--- src/rtl/ret_pred_ctrl_pkg.sv ---
// Shared decode constants and FSM encoding for the return-address predictor.
// RET_STACK_RESTORE_EN adds the RESTORE state used to rewind speculative pops.
package core_defines;

  localparam logic [6:0] OPC_JAL  = 7'b1101111;
  localparam logic [6:0] OPC_JALR = 7'b1100111;
  localparam logic [4:0] REG_RA   = 5'd1;
  localparam logic [4:0] REG_T0   = 5'd5;

`ifdef RET_STACK_RESTORE_EN
  typedef enum logic [1:0] {IDLE = 2'd0, PUSH_PEND = 2'd1, RESTORE = 2'd2} ret_state_e;
`else
  typedef enum logic [1:0] {IDLE = 2'd0, PUSH_PEND = 2'd1} ret_state_e;
`endif

  function automatic logic is_link(input logic [4:0] r);
    return (r == REG_RA) || (r == REG_T0);
  endfunction

endpackage

--- src/rtl/ret_pred_ctrl_pend.sv ---
// ret_pend_fifo: synchronous FIFO holding decoded-but-unresolved returns.
// A write is accepted while full when a read happens in the same cycle.
module ret_pend_fifo #(
  parameter int DEPTH = 4,
  parameter int WIDTH = 33
) (
  input  logic                     cpu_clk,
  input  logic                     cpu_rstn,
  input  logic                     clr,
  input  logic                     wr_en,
  input  logic [WIDTH-1:0]         wr_data,
  input  logic                     rd_en,
  output logic [WIDTH-1:0]         rd_data,
  output logic [$clog2(DEPTH):0]   count,
  output logic                     full,
  output logic                     empty
);
  localparam int PW = $clog2(DEPTH);

  logic [WIDTH-1:0] mem_q [DEPTH];
  logic [WIDTH-1:0] mem_d [DEPTH];
  logic [PW-1:0]    wr_ptr_q, wr_ptr_d, rd_ptr_q, rd_ptr_d;
  logic [PW:0]      count_q, count_d;
  logic             do_wr, do_rd;

  assign count   = count_q;
  assign full    = (count_q == DEPTH[PW:0]);
  assign empty   = (count_q == '0);
  assign rd_data = mem_q[rd_ptr_q];
  assign do_rd   = rd_en && !empty;
  assign do_wr   = wr_en && (!full || do_rd);

  always_comb begin
    mem_d    = mem_q;
    wr_ptr_d = wr_ptr_q;
    rd_ptr_d = rd_ptr_q;
    count_d  = count_q;
    if (clr) begin
      wr_ptr_d = '0;
      rd_ptr_d = '0;
      count_d  = '0;
    end else begin
      if (do_wr) begin
        mem_d[wr_ptr_q] = wr_data;
        wr_ptr_d        = wr_ptr_q + PW'(1);
      end
      if (do_rd) begin
        rd_ptr_d = rd_ptr_q + PW'(1);
      end
      count_d = count_q + (PW + 1)'(do_wr) - (PW + 1)'(do_rd);
    end
  end

  always_ff @(posedge cpu_clk or negedge cpu_rstn) begin
    if (!cpu_rstn) begin
      for (int i = 0; i < DEPTH; i++) mem_q[i] <= '0;
      wr_ptr_q <= '0;
      rd_ptr_q <= '0;
      count_q  <= '0;
    end else begin
      mem_q    <= mem_d;
      wr_ptr_q <= wr_ptr_d;
      rd_ptr_q <= rd_ptr_d;
      count_q  <= count_d;
    end
  end

endmodule

--- src/rtl/ret_pred_ctrl.sv ---
// Return-address prediction controller: classifies calls/returns in decode and
// checks predictions at execute. Optional macro: RET_STACK_RESTORE_EN.
module ret_pred_ctrl
  import core_defines::*;
#(
  parameter int PEND_DEPTH = 4,
  parameter int ADDR_WIDTH = 32
) (
  input  logic                  cpu_clk,
  input  logic                  cpu_rstn,
  input  logic                  dec_valid,
  input  logic [31:0]           instr_dec,
  input  logic [ADDR_WIDTH-1:0] pc_dec,
  input  logic                  stack_empty,
  input  logic [ADDR_WIDTH-1:0] ret_addr,
  input  logic                  ex_ret_valid,
  input  logic [ADDR_WIDTH-1:0] ex_ret_target,
  input  logic                  pipeline_flush,
  output logic                  ret_stack_wen,
  output logic                  ret_stack_ren,
  output logic                  ret_stack_mis_pre_rd,
  output logic                  flush_ret_stack,
  output logic                  pred_valid,
  output logic [ADDR_WIDTH-1:0] pred_addr,
  output logic                  ret_mispredict,
  output logic                  dec_stall
);
  localparam int CW = $clog2(PEND_DEPTH) + 1;
  localparam int EW = ADDR_WIDTH + 1;

  ret_state_e      state_q, state_d;
  logic [CW-1:0]   pred_cnt_q, pred_cnt_d;
  logic            ret_mispredict_q, ret_mispredict_d;
  logic            flush_ret_stack_q, flush_ret_stack_d;

  logic [6:0]      opcode;
  logic [4:0]      rd, rs1;
  logic            is_jal, is_jalr, rd_link, rs1_link;
  logic            push_cls, pop_cls, coro_cls;
  logic            accept, fifo_wr, do_pop;
  logic            fifo_rd, fifo_clr, fifo_full, fifo_empty;
  logic [EW-1:0]   fifo_wdata, fifo_head;
  logic [CW-1:0]   unused_pend_count;
  logic            head_pred, retire_pred, mis_det;
  logic [CW-1:0]   flush_n;
  logic            unused_bits;

  assign unused_bits = ^{pc_dec, instr_dec[31:20]};

  assign opcode   = instr_dec[6:0];
  assign rd       = instr_dec[11:7];
  assign rs1      = instr_dec[19:15];
  assign is_jal   = (opcode == OPC_JAL);
  assign is_jalr  = (opcode == OPC_JALR) && (instr_dec[14:12] == 3'b000);
  assign rd_link  = is_link(rd);
  assign rs1_link = is_link(rs1);

  // rd==rs1 with both linked is a plain push; differing links is a coroutine swap.
  assign push_cls = (is_jal && rd_link) || (is_jalr && rd_link && (!rs1_link || (rd == rs1)));
  assign pop_cls  = is_jalr && rs1_link && (!rd_link || (rd != rs1));
  assign coro_cls = is_jalr && rd_link && rs1_link && (rd != rs1);

  assign dec_stall = (state_q != IDLE) || (dec_valid && pop_cls && fifo_full);
  assign accept    = dec_valid && !dec_stall && !pipeline_flush;
  assign fifo_wr   = accept && pop_cls;
  assign do_pop    = fifo_wr && !stack_empty;
  assign fifo_wdata = {do_pop, pred_addr};

  assign head_pred   = fifo_head[EW-1];
  assign fifo_rd     = ex_ret_valid && !fifo_empty;
  assign retire_pred = fifo_rd && head_pred;
  assign mis_det     = retire_pred && (fifo_head[ADDR_WIDTH-1:0] != ex_ret_target);
  assign fifo_clr    = mis_det || pipeline_flush;
  // The resolving return is older than anything the flush discards.
  assign flush_n     = pred_cnt_q - CW'(retire_pred);

  ret_pend_fifo #(
    .DEPTH (PEND_DEPTH),
    .WIDTH (EW)
  ) u_pend_fifo (
    .cpu_clk  (cpu_clk),
    .cpu_rstn (cpu_rstn),
    .clr      (fifo_clr),
    .wr_en    (fifo_wr),
    .wr_data  (fifo_wdata),
    .rd_en    (fifo_rd),
    .rd_data  (fifo_head),
    .count    (unused_pend_count),
    .full     (fifo_full),
    .empty    (fifo_empty)
  );

`ifdef RET_STACK_RESTORE_EN
  logic          restore_go;
  logic [CW-1:0] restore_cnt_q, restore_cnt_d;

  assign restore_go = pipeline_flush && !mis_det && (flush_n != '0) && (state_q != RESTORE);

  always_comb begin
    restore_cnt_d = restore_cnt_q;
    if (restore_go)              restore_cnt_d = flush_n;
    else if (state_q == RESTORE) restore_cnt_d = restore_cnt_q - CW'(1);
  end

  always_ff @(posedge cpu_clk or negedge cpu_rstn) begin
    if (!cpu_rstn) restore_cnt_q <= '0;
    else           restore_cnt_q <= restore_cnt_d;
  end
`endif

  always_ff @(posedge cpu_clk or negedge cpu_rstn) begin
    if (!cpu_rstn) state_q <= IDLE;
    else           state_q <= state_d;
  end

  always_comb begin
    state_d = state_q;
    unique case (state_q)
      IDLE: begin
        if (accept && coro_cls) state_d = PUSH_PEND;
`ifdef RET_STACK_RESTORE_EN
        if (restore_go) state_d = RESTORE;
`endif
      end
      PUSH_PEND: begin
        state_d = IDLE;
`ifdef RET_STACK_RESTORE_EN
        if (restore_go) state_d = RESTORE;
`endif
      end
`ifdef RET_STACK_RESTORE_EN
      RESTORE: begin
        if (restore_cnt_q == CW'(1)) state_d = IDLE;
      end
`endif
      default: state_d = IDLE;
    endcase
  end

  always_comb begin
    ret_stack_ren        = do_pop;
    pred_valid           = do_pop;
    pred_addr            = do_pop ? ret_addr : '0;
    // A flush while the coroutine push is pending drops that push.
    ret_stack_wen        = (accept && push_cls) || ((state_q == PUSH_PEND) && !pipeline_flush);
`ifdef RET_STACK_RESTORE_EN
    ret_stack_mis_pre_rd = (state_q == RESTORE);
`else
    ret_stack_mis_pre_rd = 1'b0;
`endif
    ret_mispredict       = ret_mispredict_q;
    flush_ret_stack      = flush_ret_stack_q;
  end

  always_comb begin
    pred_cnt_d        = fifo_clr ? '0 : pred_cnt_q + CW'(do_pop) - CW'(retire_pred);
    ret_mispredict_d  = mis_det;
`ifdef RET_STACK_RESTORE_EN
    flush_ret_stack_d = mis_det;
`else
    flush_ret_stack_d = mis_det || (pipeline_flush && (flush_n != '0));
`endif
  end

  always_ff @(posedge cpu_clk or negedge cpu_rstn) begin
    if (!cpu_rstn) begin
      pred_cnt_q        <= '0;
      ret_mispredict_q  <= 1'b0;
      flush_ret_stack_q <= 1'b0;
    end else begin
      pred_cnt_q        <= pred_cnt_d;
      ret_mispredict_q  <= ret_mispredict_d;
      flush_ret_stack_q <= flush_ret_stack_d;
    end
  end

endmodule

--- config.mk ---
export PLATFORM = sky130hd
export DESIGN_NAME = ret_pred_ctrl
export DESIGN_NICKNAME = d
export VERILOG_FILES = /design/src/rtl/ret_pred_ctrl_pkg.sv /design/src/rtl/ret_pred_ctrl_pend.sv /design/src/rtl/ret_pred_ctrl.sv
export SDC_FILE = /design/constraint.sdc
export NUM_CORES = 1
export LEC_CHECK = 0
export CAP_MARGIN = 0
export CELL_PAD_IN_SITES_DETAIL_PLACEMENT = 0
export CELL_PAD_IN_SITES_GLOBAL_PLACEMENT = 1
export CORE_MARGIN = 2
export CORE_UTILIZATION = 44
export CTS_CLUSTER_DIAMETER = 100
export DETAILED_ROUTE_END_ITERATION = 12
export PLACE_DENSITY_LB_ADDON = 0.1
export SLEW_MARGIN = 40
export SYNTH_ARGS = -nofsm -noshare
export SYNTH_HDL_FRONTEND = slang
export SYNTH_SLANG_ARGS = --single-unit
--- constraint.sdc ---
create_clock -name cpu_clk -period 5.7 [get_ports cpu_clk]
set_input_delay 0.855 -clock cpu_clk [delete_from_list [all_inputs] [get_ports cpu_clk]]
set_output_delay 0.855 -clock cpu_clk [all_outputs]
set_load 0.005 [all_outputs]
==> After elaboration in Yosys (flattened, before gate mapping) <==
Index checks and enable logic that the tools add are counted.
{ "classes": {"addsub": 7, "order_cmp": 3, "eq_ne": 12, "mux": 15, "bitwise": 3, "n_reduce_logical": 49} }
{ "op_table": {"columns": ["operator", "count"], "rows": [
  ["132-bit bitwise mux", 1],
  ["33-bit two-way mux", 3],
  ["33-bit binary-select mux with 2-bit select", 1],
  ["33-bit demux with 2-bit select", 1],
  ["32-bit two-way mux", 1],
  ["32-bit != test", 1],
  ["1-bit logical AND", 24],
  ["7-bit equality test, second input constant", 2],
  ["2-bit two-way mux", 6],
  ["5-bit by 1-bit equality test with 1-bit output, second input constant", 2],
  ["5-bit by 3-bit equality test with 1-bit output, second input constant", 2],
  ["1-bit logical OR", 10],
  ["3-bit by 1-bit subtractor with 3-bit output", 3],
  ["1-bit logical NOT", 7],
  ["3-bit by 1-bit adder with 3-bit output", 2],
  ["3-bit greater-or-equal comparator, second input constant", 2],
  ["3-bit logical NOT", 2],
  ["3-bit two-way mux", 2],
  ["2-bit NOT with 3-bit output", 2],
  ["2-bit nonzero test", 3],
  ["5-bit equality test", 1],
  ["5-bit != test", 1],
  ["2-bit by 1-bit adder with 2-bit output, second input constant", 2],
  ["3-bit equality test, second input constant", 1],
  ["7 further kinds", 7]
]} }
{ "word_totals": {"register_bits": 146, "in_bits": 134, "out_inout_bits": 39, "elab_cells": 100} }

==> Logic depth before layout (Yosys ltp) <==
{ "logic_depth": {"depth_word": 16, "mapped_depth": 13, "ltp_nobuf": 11} }

==> By module <==
Synthesis repeated with hierarchy kept, for this count alone.
{ "hier_totals": {"hier_cells": 510, "hier_area_um2": 7878.8} }
{ "by_module_without_submodules": {"columns": ["mod", "n_inst", "cells_per_inst", "area_each_um2", "seq_area_each_um2"], "rows": [
  ["ret_pend_fifo", 1, 368, 6538.8, 3478.3],
  ["ret_pred_ctrl", 1, 142, 1340.0, 150.1]
]} }

==> Worst setup path after synthesis <==
No wires, ideal clock.
{ "synth_path": {"path_type": "in2out", "startpoint": "input port instr_dec[16]", "endpoint": "output port pred_addr[22]", "arrival_ns": 2.904, "slack_ns": 1.941, "path_stages": 8, "cell_sequence": "nor4b_1 > o21ai_0 > nor4_1 > nor4b_1 > buf_2 > nor2b_1 > clkbuf_1 > and2_0"} }
{ "synth_between": {"elab_chain_cells": 13, "word_cells_on_any_way": 16} }
{ "synth_rtl": {"columns": ["element", "line", "rtl"], "rows": [
  ["start: declaration", "ret_pred_ctrl.sv:12", "input logic [31:0] instr_dec,"],
  ["5-bit by 1-bit equality test with 1-bit output or 5-bit by 3-bit equality test with 1-bit output (tied branches)", "ret_pred_ctrl_pkg.sv:17", "return (r == REG_RA) || (r == REG_T0);"],
  ["1-bit logical OR", "ret_pred_ctrl_pkg.sv:17", null],
  ["1-bit logical AND", "ret_pred_ctrl.sv:60", "assign pop_cls = is_jalr && rs1_link && (!rd_link || (rd != rs1));"],
  ["1-bit logical AND (*)", "ret_pred_ctrl.sv:60", null],
  ["1-bit logical AND (2 in series)", "ret_pred_ctrl.sv:63", "assign dec_stall = (state_q != IDLE) || (dec_valid && pop_cls && fifo_full);"],
  ["1-bit logical OR", "ret_pred_ctrl.sv:63", null],
  ["1-bit logical NOT", "ret_pred_ctrl.sv:64", "assign accept = dec_valid && !dec_stall && !pipeline_flush;"],
  ["1-bit logical AND (2 in series)", "ret_pred_ctrl.sv:64", null],
  ["1-bit logical AND (*)", "ret_pred_ctrl.sv:65", "assign fifo_wr = accept && pop_cls;"],
  ["1-bit logical AND (*)", "ret_pred_ctrl.sv:66", "assign do_pop = fifo_wr && !stack_empty;"],
  ["via pred_valid", "ret_pred_ctrl.sv:23", "output logic pred_valid,"],
  ["32-bit two-way mux (*)", "ret_pred_ctrl.sv:143", "pred_addr = do_pop ? ret_addr : '0;"],
  ["end: declaration", "ret_pred_ctrl.sv:24", "output logic [ADDR_WIDTH-1:0] pred_addr,"]
]} }
Mark *: on every way through the listed nets, which the timed path passes. The rest lies on a longest branch.

==> Worst setup path in the final report <==
{ "layout_path": {"startpoint": "input port instr_dec[16]", "endpoint": "output port pred_addr[13]"} }
{ "layout_between": {"elab_chain_cells": 13, "word_cells_on_any_way": 16} }
{ "layout_rtl": {"columns": ["element", "line"], "rows": [
  ["5-bit by 1-bit equality test with 1-bit output or 5-bit by 3-bit equality test with 1-bit output (tied branches)", "ret_pred_ctrl_pkg.sv:17"],
  ["1-bit logical OR", "ret_pred_ctrl_pkg.sv:17"],
  ["1-bit logical AND", "ret_pred_ctrl.sv:60"],
  ["1-bit logical AND (*)", "ret_pred_ctrl.sv:60"],
  ["1-bit logical AND (2 in series)", "ret_pred_ctrl.sv:63"],
  ["1-bit logical OR", "ret_pred_ctrl.sv:63"],
  ["1-bit logical NOT", "ret_pred_ctrl.sv:64"],
  ["1-bit logical AND (2 in series)", "ret_pred_ctrl.sv:64"],
  ["1-bit logical AND (*)", "ret_pred_ctrl.sv:65"],
  ["1-bit logical AND (*)", "ret_pred_ctrl.sv:66"],
  ["32-bit two-way mux (*)", "ret_pred_ctrl.sv:143"]
]} }
Every way passes the cells marked *; elsewhere a longest branch is shown, timed or not.

==> impl_metrics.toml <==
[global_routing]
antenna_found_initial = 0
grt_use_total_pct = 19.7
grt_remaining_overflow = 0
grt_max_degree = 87
grt_first_pass_wirelength_um = 26300
grt_pass1_vias = 4810

[routing]
wl_um = 15900
drc = 0
drtIter0Drc = 162
routedWlPerCell_um = 18.6
via_per_inst = 5.11
num_vias = 4381
antenna_left = 0
firstDrtPassIters = 4

[place]
hpwl_um = 10900
io_buffers = 127
dp_cells = 826
routabilityCongestion = 0.724
dp_slack_ns = 0.931
placed_cell_area_um2 = 8680

[die]
start_util_pct = 45.4
core-area_um2 = 16000
chipHeight_um = 132
die_area_um2 = 17500
rows = 46
io_pins = 173
die_w_um = 132

[power]
pwr-share-seq_pct = 44.2
powerDensity_nw_per_um2 = 269
p_int_mw = 1.88
leakagePower_nw = 4.26
pwr-share-clk_pct = 42.9
swShare_pct = 24.3
p_switching_mw = 0.603
ir_worst_vdd_mv = 0.243
total_power_mw = 2.49
comb_power_share_pct = 12.9

[synth]
synthMuxAreaShare_pct = 30.3
synth_top_family_by_area = "multiplexers"
yosys.area_share.simple_pct = 7.21
synth_compound_area_share_pct = 1.26
yosys.area.top_type = "dfrtp_1"
yosysTopAreaCellShare_pct = 50.0
async_flop_share_pct = 100
netlist_top_cells_count = "145 x dfrtp_1, 115 x mux2_1, 37 x xnor2_1"
synthTopCellsByArea = "dfrtp_1 50%, mux2_1 18%, mux4_2 10%"
synth_area_um2 = 7260
syn_area_per_cell_um2 = 14.6
ys_seq_area_share_pct = 50.0
syn-num-nets = 644
synth-edff-count = 0
syn_inst = 498
synth.distinct_cells = 40
synthAdderAreaFrac_pct = 2.28
synth.most_common_cell = "dfrtp_1"
synth_xor_area_share_pct = 4.95
yosysWarnings = 0
synth_ff_type = "dfrtp_1"
synth-seq-cells = 145

[sta]
final_hold_viol_count = 0
fin_skew_ns = 0.00943
final.setup.tns_ns = 0
fin_crit_sh_pct = 84.3
maxSlewHeadroom_pct = 50.2
max_freq_mhz = 208
worstMarginPinSlew_ns = 0.746
post-route-min-period_ns = 4.80
timing.final.ws_setup_ns = 0.895
finalSetupViolCount = 0
maxSlewViolCount = 0
rsz0062_at_grt = "false"

[run]
cap_violations = 0

[clock_network]
cts-root-buf = "clkbuf_16"
clkLatencyLatePin_ns = 0.42
cts_tree = "yes"
cts.clk_slew.worst_paths_ns = 0.06
numCtsBuffers = 17
cts_resized = 0
cts_buffer_depth = 2
cts-htree-levels = 4
postCtsHoldBufs = 0
clock-sinks = 145
post_cts_buffers = 0

[worst_setup_path]
ff2ff_setup_slack_ns = 1.36
worstSetupPathType = "in -> out"
r2r_end = "u_pend_fifo.mem_q[74]$_DFFE_PN0P_"
rr_worst_depth = 8
r2r-start = "u_pend_fifo.rd_ptr_q[0]$_DFFE_PN0P_"
crit_required_ns = 4.85
startpoint_type = "input pin"
cp-end-kind = "output port"
worstPathMaxFanout = 17
crit_arrival_ns = 3.95

[finish]
nNetsFinal = 775
antenna_cells = 0
final_layout_size_suffix_gt1_share_pct = 15.0
fill_cells = 1309
layout.cells.non_filler = 857
syn2layout_area_growth_pct = 27.4
stdcell_area_um2 = 9240

[worst_hold_path]
hp-class = "in -> async"

[status]
outcome = "completed"
cell families after synthesis:
kind of cell | after synthesis
flops | 145
compound gates | 11
buf+inv | 44
mux | 162
fa+ha+maj | 12
xor+xnor | 41
simple gates | 82
other cells | 1
power by group through the flow:
stage / clock network, mW / logic (mW) / registers, mW
4_1_cts: 1.09 / 0.330 / 1.10
5_1_grt: 1.14 / 0.357 / 1.11
3_5_place_dp: 0 / 0.330 / 1.12
2_1_floorplan: 0 / 0.230 / 1.08
6_report: 1.07 / 0.321 / 1.10
3_3_place_gp: 0 / 0.323 / 1.12
worst max-delay path: stages:
cell	delay [ns]
clkdlybuf4s50_1	0.41
nor4b_1	0.29
o21ai_0	0.20
nor4_1	0.34
nor4b_2	0.25
buf_4	0.27
nor2b_2	0.19
buf_4	0.24
and2_0	0.32
clkdlybuf4s50_1	0.57
layout by cell type (no fill, tap or decap), types with 2 or more instances in the layout:
cell type,synthesis,final
clkbuf_1,8,3
clkbuf_16,0,17
clkbuf_8,0,2
a2bb2oi_1,2,2
mux4_2,33,33
fa_1,2,2
bufinv_16,0,2
xnor2_1,37,37
inv_1,17,17
ha_1,10,10
nor3_1,3,3
dfrtp_1,145,144
mux2_2,12,12
nor2_1,12,12
buf_4,2,11
nand4_1,8,8
clkinv_2,0,4
clkinvlp_4,0,3
nand2b_1,2,2
clkdlybuf4s50_1,0,126
and2_1,3,3
a21oi_1,2,2
nand2_1,6,6
mux2_1,115,115
or4_1,2,2
nand3_4,4,4
a22o_1,2,2
and2_0,32,32
nor2b_1,3,2
xor2_1,4,4
how the worst max path moves through the flow:
stage          cells past startpoint           from  slack [ns]             to
6_report                          10  instr_dec[16]        0.90  pred_addr[13]
5_1_grt                           10  instr_dec[16]        0.52  pred_addr[31]
4_1_cts                           10  instr_dec[16]        0.88  pred_addr[31]
3_5_place_dp                      10  instr_dec[16]        0.93  pred_addr[13]
3_3_place_gp                      10  instr_dec[16]        0.93  pred_addr[13]
2_1_floorplan                      8  instr_dec[16]        1.94  pred_addr[22]
area by class of cell:
class	count	area (µm²)	area share (%)
clock buffer	21	450	4.87
clock inverter	10	111	1.20
inverter	17	63.8	0.690
multi-input combinational	309	3350	36.2
sequential	145	3630	39.3
tap	216	270	2.92
timing repair buffer	139	1370	14.8
state kept, by name, summed over array words and instances, names as in the netlist:
signal                flops
pred_cnt_q                3
u_pend_fifo.mem_q       132
u_pend_fifo.count         3
u_pend_fifo.rd_ptr_q      2
flush_ret_stack           1
u_pend_fifo.wr_ptr_q      2
state_q                   1
ret_mispredict            1
per-stage QoR:
step	hold slack, ns	utilization [%]
3_5_place_dp	0.475	54.2
2_1_floorplan	0.459	-
6_report	0.467	57.8
4_1_cts	0.488	57.7
5_1_grt	0.496	57.8
3_3_place_gp	0.468	54.2
metal layers:
metal | vias up | wire length, µm | global-route usage [%]
met5 | - | 0 | 0
met4 | 0 | 165 | 5.91
met3 | 14 | 429 | 4.14
met2 | 75 | 7960 | 32.3
met1 | 2247 | 7360 | 26.4
li1 | 2045 | - | -
Note: power is estimated with default switching activity, not from simulation.
